## config.mk

```make
export PLATFORM = sky130hd
export DESIGN_NAME = audio_mixer
export DESIGN_NICKNAME = d
export VERILOG_FILES = /design/src/rtl/audio_mixer_pkg.sv /design/src/rtl/audio_mixer_spk_lowpass.sv /design/src/rtl/audio_mixer.sv
export SDC_FILE = /design/constraint.sdc
export NUM_CORES = 1
export LEC_CHECK = 0
export ABC_CLOCK_PERIOD_IN_PS = 5000
export CORE_MARGIN = 1
export CORE_UTILIZATION = 30
export DETAILED_ROUTE_END_ITERATION = 16
export GPL_TIMING_DRIVEN = 0
export PLACE_DENSITY = 0.54
export RECOVER_POWER = 50
export SYNTH_ARGS = -nofsm -noshare
export SYNTH_HDL_FRONTEND = slang
export SYNTH_SLANG_ARGS = --single-unit
```

## constraint.sdc

```tcl
create_clock -name clock -period 5 [get_ports clock]
set_input_delay 1.25 -clock clock [delete_from_list [all_inputs] [get_ports clock]]
set_output_delay 1.25 -clock clock [all_outputs]
set_load 0.1 [all_outputs]
```

## src/rtl/audio_mixer_pkg.sv

```systemverilog
// Shared types and arithmetic for the audio mixer: FSM states, accumulator
// width, saturation bounds and the per-source gain term.
package audio_mixer_pkg;

  typedef enum logic [2:0] {
    IDLE,
    ACC_OPL,
    ACC_TANDY,
    ACC_SPK,
    SAT
  } state_t;

  localparam int ACC_W = 20;
  localparam logic signed [ACC_W-1:0] SAT_MAX = 20'sd32767;
  localparam logic signed [ACC_W-1:0] SAT_MIN = -20'sd32768;

  // (src * gain) >>> 2 with gain zero-extended; 4 is unity, 0 mutes the source.
  function automatic logic signed [ACC_W-1:0] gain_term(
    input logic signed [15:0] src,
    input logic        [2:0]  gain
  );
    logic signed [18:0] prod;
    prod = $signed({{3{src[15]}}, src}) * $signed({16'd0, gain});
    return ACC_W'(prod >>> 2);
  endfunction

endpackage

```

## src/rtl/audio_mixer_spk_lowpass.sv

```systemverilog
// One-pole low-pass that turns the 1-bit PC-speaker signal into a smooth
// 16-bit signed level between 0 and SPK_LEVEL.
module spk_lowpass #(
  parameter logic signed [15:0] SPK_LEVEL = 16'sd8192,
  parameter int                 SPK_SHIFT = 4
) (
  input  logic               clock,
  input  logic               reset,
  input  logic               speaker_in,
  output logic signed [15:0] level
);

  logic signed [17:0] acc;
  logic signed [17:0] target;
  logic signed [17:0] step;

  assign target = speaker_in ? {{2{SPK_LEVEL[15]}}, SPK_LEVEL} : 18'sd0;
  // Arithmetic shift floors toward -inf, so the falling edge settles at exactly 0.
  assign step   = (target - acc) >>> SPK_SHIFT;
  assign level  = acc[15:0];

  always_ff @(posedge clock or posedge reset) begin
    if (reset) acc <= '0;
    else       acc <= acc + step;
  end

endmodule

```

## src/rtl/audio_mixer.sv

```systemverilog
// Mixes PC-speaker, OPL2 and Tandy audio into one saturated signed 16-bit
// sample per SAMPLE_DIV clocks, accumulating one source per clock.
module audio_mixer
  import audio_mixer_pkg::*;
#(
  parameter logic        [15:0] SAMPLE_DIV = 16'd298,
  parameter logic signed [15:0] SPK_LEVEL  = 16'sd8192,
  parameter int                 SPK_SHIFT  = 4
) (
  input  logic        clock,
  input  logic        reset,
  input  logic        speaker_in,
  input  logic [15:0] opl_in,
  input  logic [7:0]  tandy_in,
  input  logic [2:0]  opl_gain,
  input  logic [2:0]  tandy_gain,
  input  logic [2:0]  spk_gain,
  input  logic        mute,
  output logic [15:0] sample_out,
  output logic        sample_valid,
  output logic        clip
);

  // The accumulate sequence needs 5 clocks, so ticks must be at least that far apart.
  if (SAMPLE_DIV < 16'd5) begin : g_div_check
    $error("audio_mixer: SAMPLE_DIV must be >= 5");
  end

  logic signed [15:0] spk_level;

  spk_lowpass #(
    .SPK_LEVEL (SPK_LEVEL),
    .SPK_SHIFT (SPK_SHIFT)
  ) u_spk (
    .clock      (clock),
    .reset      (reset),
    .speaker_in (speaker_in),
    .level      (spk_level)
  );

  logic [15:0] count;
  logic        tick;

  assign tick = (count == SAMPLE_DIV - 16'd1);

  always_ff @(posedge clock or posedge reset) begin
    if (reset)     count <= '0;
    else if (tick) count <= '0;
    else           count <= count + 16'd1;
  end

  state_t                   state;
  logic signed [ACC_W-1:0]  acc;
  logic signed [15:0]       opl_s;
  logic signed [15:0]       tandy_s;
  logic signed [15:0]       spk_s;
  logic [2:0]               opl_g;
  logic [2:0]               tandy_g;
  logic [2:0]               spk_g;

  always_ff @(posedge clock or posedge reset) begin
    if (reset) begin
      state        <= IDLE;
      acc          <= '0;
      opl_s        <= '0;
      tandy_s      <= '0;
      spk_s        <= '0;
      opl_g        <= '0;
      tandy_g      <= '0;
      spk_g        <= '0;
      sample_out   <= '0;
      sample_valid <= 1'b0;
      clip         <= 1'b0;
    end else begin
      sample_valid <= 1'b0;
      unique case (state)
        IDLE: begin
          if (tick) begin
            // Freeze every input so later changes cannot leak into this sample.
            opl_s   <= $signed(opl_in);
            tandy_s <= $signed({3'b000, tandy_in, 5'b00000});
            spk_s   <= spk_level;
            opl_g   <= opl_gain;
            tandy_g <= tandy_gain;
            spk_g   <= spk_gain;
            acc     <= '0;
            state   <= ACC_OPL;
          end
        end
        ACC_OPL: begin
          acc   <= acc + gain_term(opl_s, opl_g);
          state <= ACC_TANDY;
        end
        ACC_TANDY: begin
          acc   <= acc + gain_term(tandy_s, tandy_g);
          state <= ACC_SPK;
        end
        ACC_SPK: begin
          acc   <= acc + gain_term(spk_s, spk_g);
          state <= SAT;
        end
        SAT: begin
          sample_valid <= 1'b1;
          state        <= IDLE;
          if (mute) begin
            sample_out <= '0;
            clip       <= 1'b0;
          end else if (acc > SAT_MAX) begin
            sample_out <= 16'h7FFF;
            clip       <= 1'b1;
          end else if (acc < SAT_MIN) begin
            sample_out <= 16'h8000;
            clip       <= 1'b1;
          end else begin
            sample_out <= acc[15:0];
            clip       <= 1'b0;
          end
        end
        default: state <= IDLE;
      endcase
    end
  end

endmodule

```

==> flow_summary.yaml, run 1 <==
timing:
  setup_slack_ns: -0.179
  period_share: 1.04
  setup_viol: 4
  tightest_slew_ns: 2.12
  period_needed_ns: 5.18
  hold_viol: 0
  rsz0062_at_grt: "true"
  fin_skew_ns: 0.0159
  relSlewSlack: -0.410
  slew_violations: 127
  fmax_mhz: 193
layout:
  nets: 1548
  layout_common_cells: "inv_1, nand2_1, dfrtp_1"
  fill_cells: 3645
  postLayoutCoreUtil: 0.378
  antenna_cells: 0
  area_delta_synth_final_pct: 22.7
  fin_area_um2: 13600
  final_common_cell: "inv_1"
  drive_gt1_frac: 0.170
power_and_ir_drop:
  p_per_area_nw_per_um2: 320
  leakage_nw: 6.35
  peakVddDrop_v: 0.000281
floorplan:
  rows: 69
  fp.dieW_um: 194
  start_util: 0.308
  core_region_area_um2: 35900
  pin_count: 55
  die_h_um: 194
  dieArea_um2: 37600
clocking:
  clk_latency_ns: 0.43
  clk_pin_slew_worst_paths_ns: 0.06
  cts_tree: "yes"
  cts_buffers: 17
  clock-root-buffer: "clkbuf_16"
  htreeDepth: 4
  clock-sinks: 124
  clock_path_buffers: 2
critical_path:
  cp_slowest_cell: "or4_4"
  path_common_cell: "a21oi_1"
  crit_path_end_kind: "flip-flop"
  cpPeakStageDelay_ns: 0.57
  worst-path-max-fanout: 5
  startpoint_type: "flip-flop"
  crit_family: "compound AO/OA/AOI/OAI gates"
  worst_ep_arrival_time_ns: 5.49
  required_ns: 5.32
  cp.buffers_inverters: 3
  worstPathCellList: "buf_6 > and2_4 > ha_4 > inv_2 > fa_1 > inv_2 > ha_4 > or4_4 > o211ai_1 > a21oi_2 > a211oi_2 > a21oi_1 > xnor2_1 > mux2i_1 > ha_2 > or3_1 > o21ai_0 > a21oi_1 > a21oi_1 > xnor2_1 > a221o_1"
  worstSetupPathType: "flip-flop to flip-flop"
grt:
  grt_pass1_wl_um: 43200
  grt_max_degree: 94
  grt_util_all_layers: 0.143
  antenna_found_initial: 0
  grt_pass1_vias: 8665
  grt-ovfl-total: 0
routing:
  drt_first_pass_iters: 4
  num_vias: 8617
  remaining_drc_errors: 0
  post_drt_wl_per_cell_um: 14.3
  drt_iter0_markers: 310
  viasPerCell: 4.75
  ant_nets: 0
  detail_route.wirelength_um: 25900
logic_synthesis:
  synth_cells: 1240
  synthArstFlopShare: 1.00
  yosys.cell_types.count: 69
  yosys_warnings: 0
  synthFlopType: "dfrtp_1"
  avgSynthCellArea_um2: 8.92
  synth-edff-count: 0
  synth_nets: 1445
  netlist_area_um2: 11100
  ys_seq_elements: 124
  ys_seq_area_frac: 0.281
placed_design:
  port_buffers: 54
  dpl_cell_area_um2: 12200
  gp_congestion: 0.820
  dpl.hpwl_um: 20100
hold_path:
  worstHoldPathType: "flip-flop to flip-flop"
run_status:
  outcome: "complete, but fails checks"
  violations: "capacitance limit, slew limit, setup timing"
run:
  drv_cap: 2
## per-layer routing
metal / up-vias / global-route usage / wire (µm)
met5: - / 0 / 0
met4: 0 / 0.0532 / 516
met3: 19 / 0.0266 / 767
met2: 91 / 0.234 / 12200
met1: 4109 / 0.186 / 12400
li1: 4398 / - / -
## state kept, by name (all words and copies together), names as in the netlist
name and cells:
sample_valid 1, acc 20, state 3, spk_g 3, sample_out 16, opl_g 3, count 16, tandy_g 3
spk_s 16, u_spk.acc 18, tandy_s 8, opl_s 16, clip 1
## logic make-up after synthesis
group,Yosys count,share of synthesized area
simple gates,387,0.177
compound gates,233,0.132
buf+inv,178,0.0620
fa+ha+maj,168,0.219
flops,124,0.281
xor+xnor,99,0.0784
mux,51,0.0515
## where the power goes
| part | leakage (nW) | switching, W | internal [W] |
|---|---|---|---|
| registers | 1.51 | 0.000120 | 0.00112 |
| clock network | 0.279 | 0.000478 | 0.000757 |
| logic | 4.57 | 0.000979 | 0.000883 |
| total | 6.35 | 0.00158 | 0.00276 |
## area by class of cell
cell class              instances  area (µm²)  area share
plain buffers                  30         170      0.0125
flip-flops and latches        124        3110       0.229
inverters                     148         557      0.0410
repair buffers                 84         772      0.0569
clock inverters                10         116     0.00858
well taps                     461         577      0.0425
clock buffers                  21         460      0.0339
multi-input cells             938        7800       0.575
## worst paths after layout
path | from | endpoint | slack [ns] | depth (start not counted)
worst max-delay path | spk_g[2] | acc[18] | -0.18 | 21
worst min-delay path | sample_out[7] | sample_out[7] | 0.46 | 2
worst max register to register | spk_g[2] | acc[18] | -0.18 | 21
worst min register to register | sample_out[7] | sample_out[7] | 0.46 | 2
max in group asynchronous | reset | spk_g[2] | 0.57 | 3
min in group asynchronous | reset | u_spk.acc[13] | 1.61 | 2
## cells in the mapped netlist (4+ instances only)
library cell / instances / share of area
nand2_1: 138 / 0.047
a22oi_1: 7 / 0.0048
or2_2: 4 / 0.0023
xor2_1: 37 / 0.029
nand3_1: 23 / 0.010
nor3_1: 13 / 0.0059
ha_1: 126 / 0.14
nand4_1: 4 / 0.0023
nor2b_1: 12 / 0.0068
o211ai_1: 6 / 0.0041
and2_1: 75 / 0.042
clkbuf_1: 27 / 0.0092
nand2b_1: 13 / 0.0074
a211oi_1: 9 / 0.0061
or3_1: 10 / 0.0057
dfrtp_1: 124 / 0.28
and3_1: 15 / 0.0085
nor4_1: 6 / 0.0034
o31ai_1: 5 / 0.0034
a21o_1: 21 / 0.014
a21oi_1: 72 / 0.033
xnor2_1: 62 / 0.049
nor2_1: 59 / 0.020
mux2i_1: 4 / 0.0036
inv_1: 147 / 0.050
o221ai_1: 4 / 0.0032
o21a_1: 13 / 0.0088
fa_1: 42 / 0.076
mux2_2: 47 / 0.048
o21ai_0: 56 / 0.025
o21bai_1: 7 / 0.0048
a211o_1: 4 / 0.0032
## worst min-delay path: cells and delay by family (launching register included)
| family | cells | cell delay, ns |
|---|---|---|
| flops | 1 | 0.34 |
| simple gates | 2 | 0.10 |
## timing repair
action	4_1_cts	5_1_grt
endpoints found under the setup margin	10	11
hold buffers	0	0
gates resized for setup	44	97
pin swaps	26	52
endpoints found under the hold margin	0	0
cloned	0	1
buffers inserted	14	14
## per-stage QoR
step | setup slack, ns | setup TNS, ns | total power, W | cells | hold slack [ns]
finish | -0.179 | -0.451 | 0.00434 | 1816 | 0.463
global route | -0.390 | -3.19 | 0.00466 | 1816 | 0.497
CTS | -0.365 | -1.12 | 0.00431 | 1801 | 0.469
detailed placement | -0.961 | -5.28 | 0.00298 | 1756 | 0.457
global placement | -1.76 | -220.86 | 0.00296 | 1755 | 0.451
floorplan | 0.00236 | 0 | 0.00261 | 1240 | 0.443
(Power assumes the default switching activity.)
==> inputs of run 2 (changes only) <==
Settings changed: SKIP_LAST_GASP set to 1.
==> flow_summary.yaml, run 2 (synthesis results as in run 1) <==
critical_path:
  path_common_cell: "ha_4"
  worst-path-max-fanout: 5
  worstPathCellList: "buf_6 > and2_4 > ha_4 > inv_2 > fa_1 > inv_2 > ha_4 > or4_4 > o2111ai_4 > nand2_2 > or3_1 > nand3_2 > o21ai_2 > ha_4 > a21o_1 > a21oi_2 > nor2b_1 > or3_4 > o31ai_4 > a21oi_1 > a21oi_1 > xnor2_1 > a221o_1"
  required_ns: 5.32
  crit_path_end_kind: "flip-flop"
  startpoint_type: "flip-flop"
  cp_slowest_cell: "or4_4"
  worstSetupPathType: "flip-flop to flip-flop"
  cp.buffers_inverters: 3
  worst_ep_arrival_time_ns: 5.50
  crit_family: "simple AND/OR/NAND/NOR gates"
  cp-startpoint: "spk_g[2]"
  cpPeakStageDelay_ns: 0.57
  r2r-start: "spk_g[2]"
clocking:
  clock-root-buffer: "clkbuf_16"
  ctsHoldBuffers: 0
  clock_path_buffers: 2
  htreeDepth: 4
  cts_tree: "yes"
  clk_latency_ns: 0.43
  cts_buffers: 17
  clk_pin_slew_worst_paths_ns: 0.07
  clock-sinks: 124
power_and_ir_drop:
  p_per_area_nw_per_um2: 320
  leakage_nw: 6.36
  swShare: 0.363
  p_comb_frac: 0.429
  p_clk_frac: 0.284
  peakVddDrop_v: 0.000278
  p_int_w: 0.00276
  seq_power_share: 0.286
  p_switching_w: 0.00158
floorplan:
  rows: 69
  pin_count: 55
  fp.dieW_um: 194
  die_h_um: 194
  core_region_area_um2: 35900
  start_util: 0.308
  dieArea_um2: 37600
placed_design:
  dp_cells: 1756
  gp_congestion: 0.820
  place_ws_ns: -0.961
  dpl.hpwl_um: 20100
  port_buffers: 54
timing:
  relSlewSlack: -0.415
  tightest_slew_ns: 2.12
  period_needed_ns: 5.18
  fin_skew_ns: 0.0140
  setup_viol: 4
  hold_ws_ns: 0.463
  rsz0062_at_grt: "true"
  period_share: 1.04
  hold_viol: 0
  fmax_mhz: 193
  setup_slack_ns: -0.181
  slew_violations: 127
layout:
  largest_reg_flops: 20
  drive_gt1_frac: 0.168
  antenna_cells: 0
  final_common_cell: "inv_1"
  area_delta_synth_final_pct: 22.6
  reg.largest.list: "acc: 20 flops, u_spk.acc: 18 flops"
  layout_common_cells: "inv_1, nand2_1, dfrtp_1"
  fin_cells: 1816
  nets: 1548
  fill_cells: 3645
  top_register: "acc"
run_status:
  outcome: "complete, but fails checks"
  violations: "capacitance limit, slew limit, setup timing"
routing:
  detail_route.wirelength_um: 26000
  drt_first_pass_iters: 5
  viasPerCell: 4.77
  post_drt_wl_per_cell_um: 14.3
  ant_nets: 0
  num_vias: 8667
  drt_iter0_markers: 306
  remaining_drc_errors: 0
hold_path:
  worstHoldPathType: "flip-flop to flip-flop"
  holdCritStartpoint: "sample_out[7]"
grt:
  antenna_found_initial: 0
  grt_pass1_vias: 8665
  grt-ovfl-total: 0
  grt_max_degree: 94
  grt_util_all_layers: 0.143
  grt_pass1_wl_um: 43200
run:
  drv_cap: 2
[run 2: cell counts in the layout (fill, tap and decap cells not counted)]
Identical to the previous run, type by type.
[run 2: worst min-delay path, cell delays in order, from the launching register on]
cell	delay [ns]
dfrtp_1	0.34
nand2_1	0.05
nand2_1	0.05
[run 2: power groups by stage]
stage / registers (W) / clock network, W / logic (W)
after floorplan: 0.00122 / 0 / 0.00139
after global placement: 0.00126 / 0 / 0.00170
after detailed placement: 0.00126 / 0 / 0.00172
after CTS: 0.00124 / 0.00128 / 0.00179
after global routing: 0.00126 / 0.00131 / 0.00208
final: 0.00124 / 0.00123 / 0.00186
[run 2: layout make-up]
| cell class | instances | area (µm²) | share of cell area |
|---|---|---|---|
| Sequential cell | 124 | 3110 | 0.229 |
| Buffer | 30 | 170 | 0.0126 |
| Clock buffer | 21 | 460 | 0.0340 |
| Tap cell | 461 | 577 | 0.0425 |
| Timing Repair Buffer | 84 | 772 | 0.0569 |
| Multi-Input combinational cell | 938 | 7800 | 0.575 |
| Clock inverter | 10 | 116 | 0.00858 |
| Inverter | 148 | 557 | 0.0411 |
[run 2: path summary, 6_finish.rpt]
kind	endpoint	slack, ns	cells past startpoint
setup / recovery	acc[18]	-0.18	23
hold reg to reg	sample_out[7]	0.46	2
min in group asynchronous	u_spk.acc[17]	1.61	2
max in group asynchronous	spk_g[2]	0.57	3
hold / removal	sample_out[7]	0.46	2
setup reg to reg	acc[18]	-0.18	23
[run 2: timing repair]
item                       4_1_cts  5_1_grt
pin swaps                       26       52
setup buffers                   14       14
resized for setup               44       95
cloned                           0        1
setup endpoints to repair       10       11
[run 2: metrics by stage]
stage | setup TNS [ns] | total power [W] | cell area [µm²] | utilization
floorplan | 0 | 0.00261 | 11100 | -
global placement | -220.86 | 0.00296 | 12200 | 0.340
detailed placement | -5.28 | 0.00298 | 12200 | 0.341
CTS | -1.12 | 0.00431 | 13100 | 0.364
global route | -3.27 | 0.00466 | 13600 | 0.378
finish | -0.514 | 0.00433 | 13600 | 0.378
[run 2: layer usage]
metal	up-vias	global-route usage	part of all wire
li1	4395	-	-
met4	0	0.0532	0.021
met3	20	0.0266	0.024
met5	-	0	0
met2	84	0.234	0.47
met1	4168	0.186	0.48
==> inputs of run 3 (changes only) <==
Settings changed: CORE_MARGIN 1 to 3, SYNTH_HIERARCHICAL set to 1.
==> flow_summary.yaml, run 3 <==
layout:
  postLayoutCoreUtil: 0.376
  area_delta_synth_final_pct: 23.5
  fin_area_um2: 14200
  final_common_cell: "inv_1"
  layout_common_cells: "inv_1, nand2_1, dfrtp_1"
  reg.largest.list: "acc: 20 flops, u_spk/acc: 18 flops"
  drive_gt1_frac: 0.184
  antenna_cells: 0
  largest_reg_flops: 20
  top_register: "acc"
  nets: 1604
placed_design:
  dpl.hpwl_um: 20900
  dpl_cell_area_um2: 12800
  gp_congestion: 0.797
  port_buffers: 54
timing:
  setup_viol: 6
  slew_violations: 38
  setup_tns_ns: -0.725
  tightest_slew_ns: 2.19
  hold_ws_ns: 0.463
  rsz0062_at_grt: "true"
  period_share: 1.05
  relSlewSlack: -0.463
  fmax_mhz: 191
  fin_skew_ns: 0.0121
  period_needed_ns: 5.24
  setup_slack_ns: -0.244
  hold_viol: 0
clocking:
  cts_tree: "yes"
  clock-sinks: 124
  cts_buffers: 17
  clock_path_buffers: 2
  ctsHoldBuffers: 0
  clk_pin_slew_worst_paths_ns: 0.06
  clock-root-buffer: "clkbuf_16"
  htreeDepth: 4
  clk_latency_ns: 0.43
grt:
  grt_util_all_layers: 0.133
  grt-ovfl-total: 0
  antenna_found_initial: 0
  grt_pass1_wl_um: 44500
  grt_max_degree: 41
  grt_pass1_vias: 9015
critical_path:
  required_ns: 5.30
  ff2ff_path_depth: 23
  worstSetupPathType: "flip-flop to flip-flop"
  startpoint_type: "flip-flop"
  crit_path_end_kind: "flip-flop"
  worst_ep_arrival_time_ns: 5.55
  worst-path-max-fanout: 4
power_and_ir_drop:
  p_per_area_nw_per_um2: 337
  leakage_nw: 6.65
  peakVddDrop_v: 0.000375
logic_synthesis:
  synth-edff-count: 0
  synth-adder-area-share: 0.210
  synthFlopType: "dfrtp_1"
  synth_common_cells: "inv_1, nand2_1, ha_1, dfrtp_1, and2_1"
  synth_xor_area_frac: 0.0753
  avgSynthCellArea_um2: 8.94
  netlist_area_um2: 11500
  synth_top_family_by_area: "adder cells"
  yosys_warnings: 6
  yosys.area.top_type_share: 0.270
  ys_seq_area_frac: 0.270
  synth.area.top_cells: "dfrtp_1, ha_1, fa_1, inv_1, mux2_2"
  yosys.area_share.simple: 0.163
  muxShareOfSynthArea: 0.0543
  synth_nets: 1491
  yosys.cell_types.count: 81
  synthArstFlopShare: 1.00
  synth_cells: 1286
  synth_most_common_cell: "inv_1"
  synth_largest_area_cell: "dfrtp_1"
  ys_seq_elements: 124
  synth_compound_area_frac: 0.148
hold_path:
  hold_depth: 2
  worstHoldPathType: "flip-flop to flip-flop"
floorplan:
  start_util: 0.304
  rows: 71
  dieArea_um2: 40700
  pin_count: 55
  die_h_um: 202
  core_region_area_um2: 37800
  fp.dieW_um: 202
routing:
  remaining_drc_errors: 0
  detail_route.wirelength_um: 27000
  post_drt_wl_per_cell_um: 14.0
  ant_nets: 0
  drt_first_pass_iters: 5
  num_vias: 9116
  viasPerCell: 4.74
  drt_iter0_markers: 305
run_status:
  outcome: "complete, but fails checks"
  violations: "capacitance limit, slew limit, setup timing"
run:
  drv_cap: 1
## run 3: timing repair
item | in CTS | in global routing
setup buffers | 31 | 8
resized for setup | 81 | 36
setup endpoints to repair | 10 | 9
pin swaps | 56 | 54
## run 3: layer usage
layer  track usage  part of all wire  vias to the layer above
met3        0.0262             0.030                       21
met2         0.230              0.49                      115
met5             0                 0                        -
li1              -                 -                     4569
met1         0.173              0.46                     4411
met4        0.0307             0.012                        0
## run 3: cells by family (layout without fill, tap and decap cells)
kind of cell	count (synthesis)	in the layout
compound gates	255	255
xor+xnor	98	98
fa+ha+maj	168	168
buf+inv	218	344
flops	124	124
mux	56	56
simple gates	367	367
## run 3: cell type report
| cell class | instances | area [µm²] |
|---|---|---|
| clock buffers | 20 | 467 |
| clock inverters | 12 | 161 |
| multi-input cells | 944 | 8010 |
| flip-flops and latches | 124 | 3110 |
| well taps | 511 | 639 |
| fillers | 3821 | 23600 |
| inverters | 171 | 643 |
| repair buffers | 94 | 865 |
| plain buffers | 47 | 303 |
## run 3: path summary, 6_finish.rpt
check / start / to / slack (ns)
min in group asynchronous: reset / u_spk/acc[7] / 1.47
hold / removal: sample_out[9] / sample_out[9] / 0.46
setup / recovery: opl_g[2] / acc[19] / -0.24
hold reg to reg: sample_out[9] / sample_out[9] / 0.46
max in group asynchronous: reset / spk_g[1] / 0.35
setup reg to reg: opl_g[2] / acc[19] / -0.24
## run 3: stage by stage
stage               instances  power (W)  worst slack (ns)
floorplan                1286    0.00285           -0.0367
global placement         1851    0.00327            -0.963
detailed placement       1853    0.00330            -0.924
CTS                      1915    0.00477            -0.354
global route             1923    0.00514            -0.495
finish                   1923    0.00479            -0.244
## run 3: critical path: stages, from the launching register on
cell      delay [ns]
dfrtp_2         0.46
buf_8           0.14
and2_4          0.14
ha_4            0.25
inv_2           0.03
fa_1            0.49
inv_2           0.05
ha_4            0.21
or4_4           0.53
o31a_1          0.15
a311oi_2        0.33
o21ai_1         0.13
a21oi_1         0.19
xnor2_1         0.08
mux2_4          0.30
ha_4            0.29
and3_4          0.19
nand3_2         0.06
or4_4           0.45
a21oi_2         0.17
a211oi_2        0.07
xnor2_2         0.15
xnor2_1         0.18
o211ai_2        0.09
## run 3: power by group
| group | total (W) | switching (W) | leakage (nW) | internal, W |
|---|---|---|---|---|
| combinational | 0.00221 | 0.00117 | 4.85 | 0.00104 |
| clock | 0.00133 | 0.000501 | 0.299 | 0.000828 |
| sequential | 0.00125 | 0.000130 | 1.50 | 0.00112 |
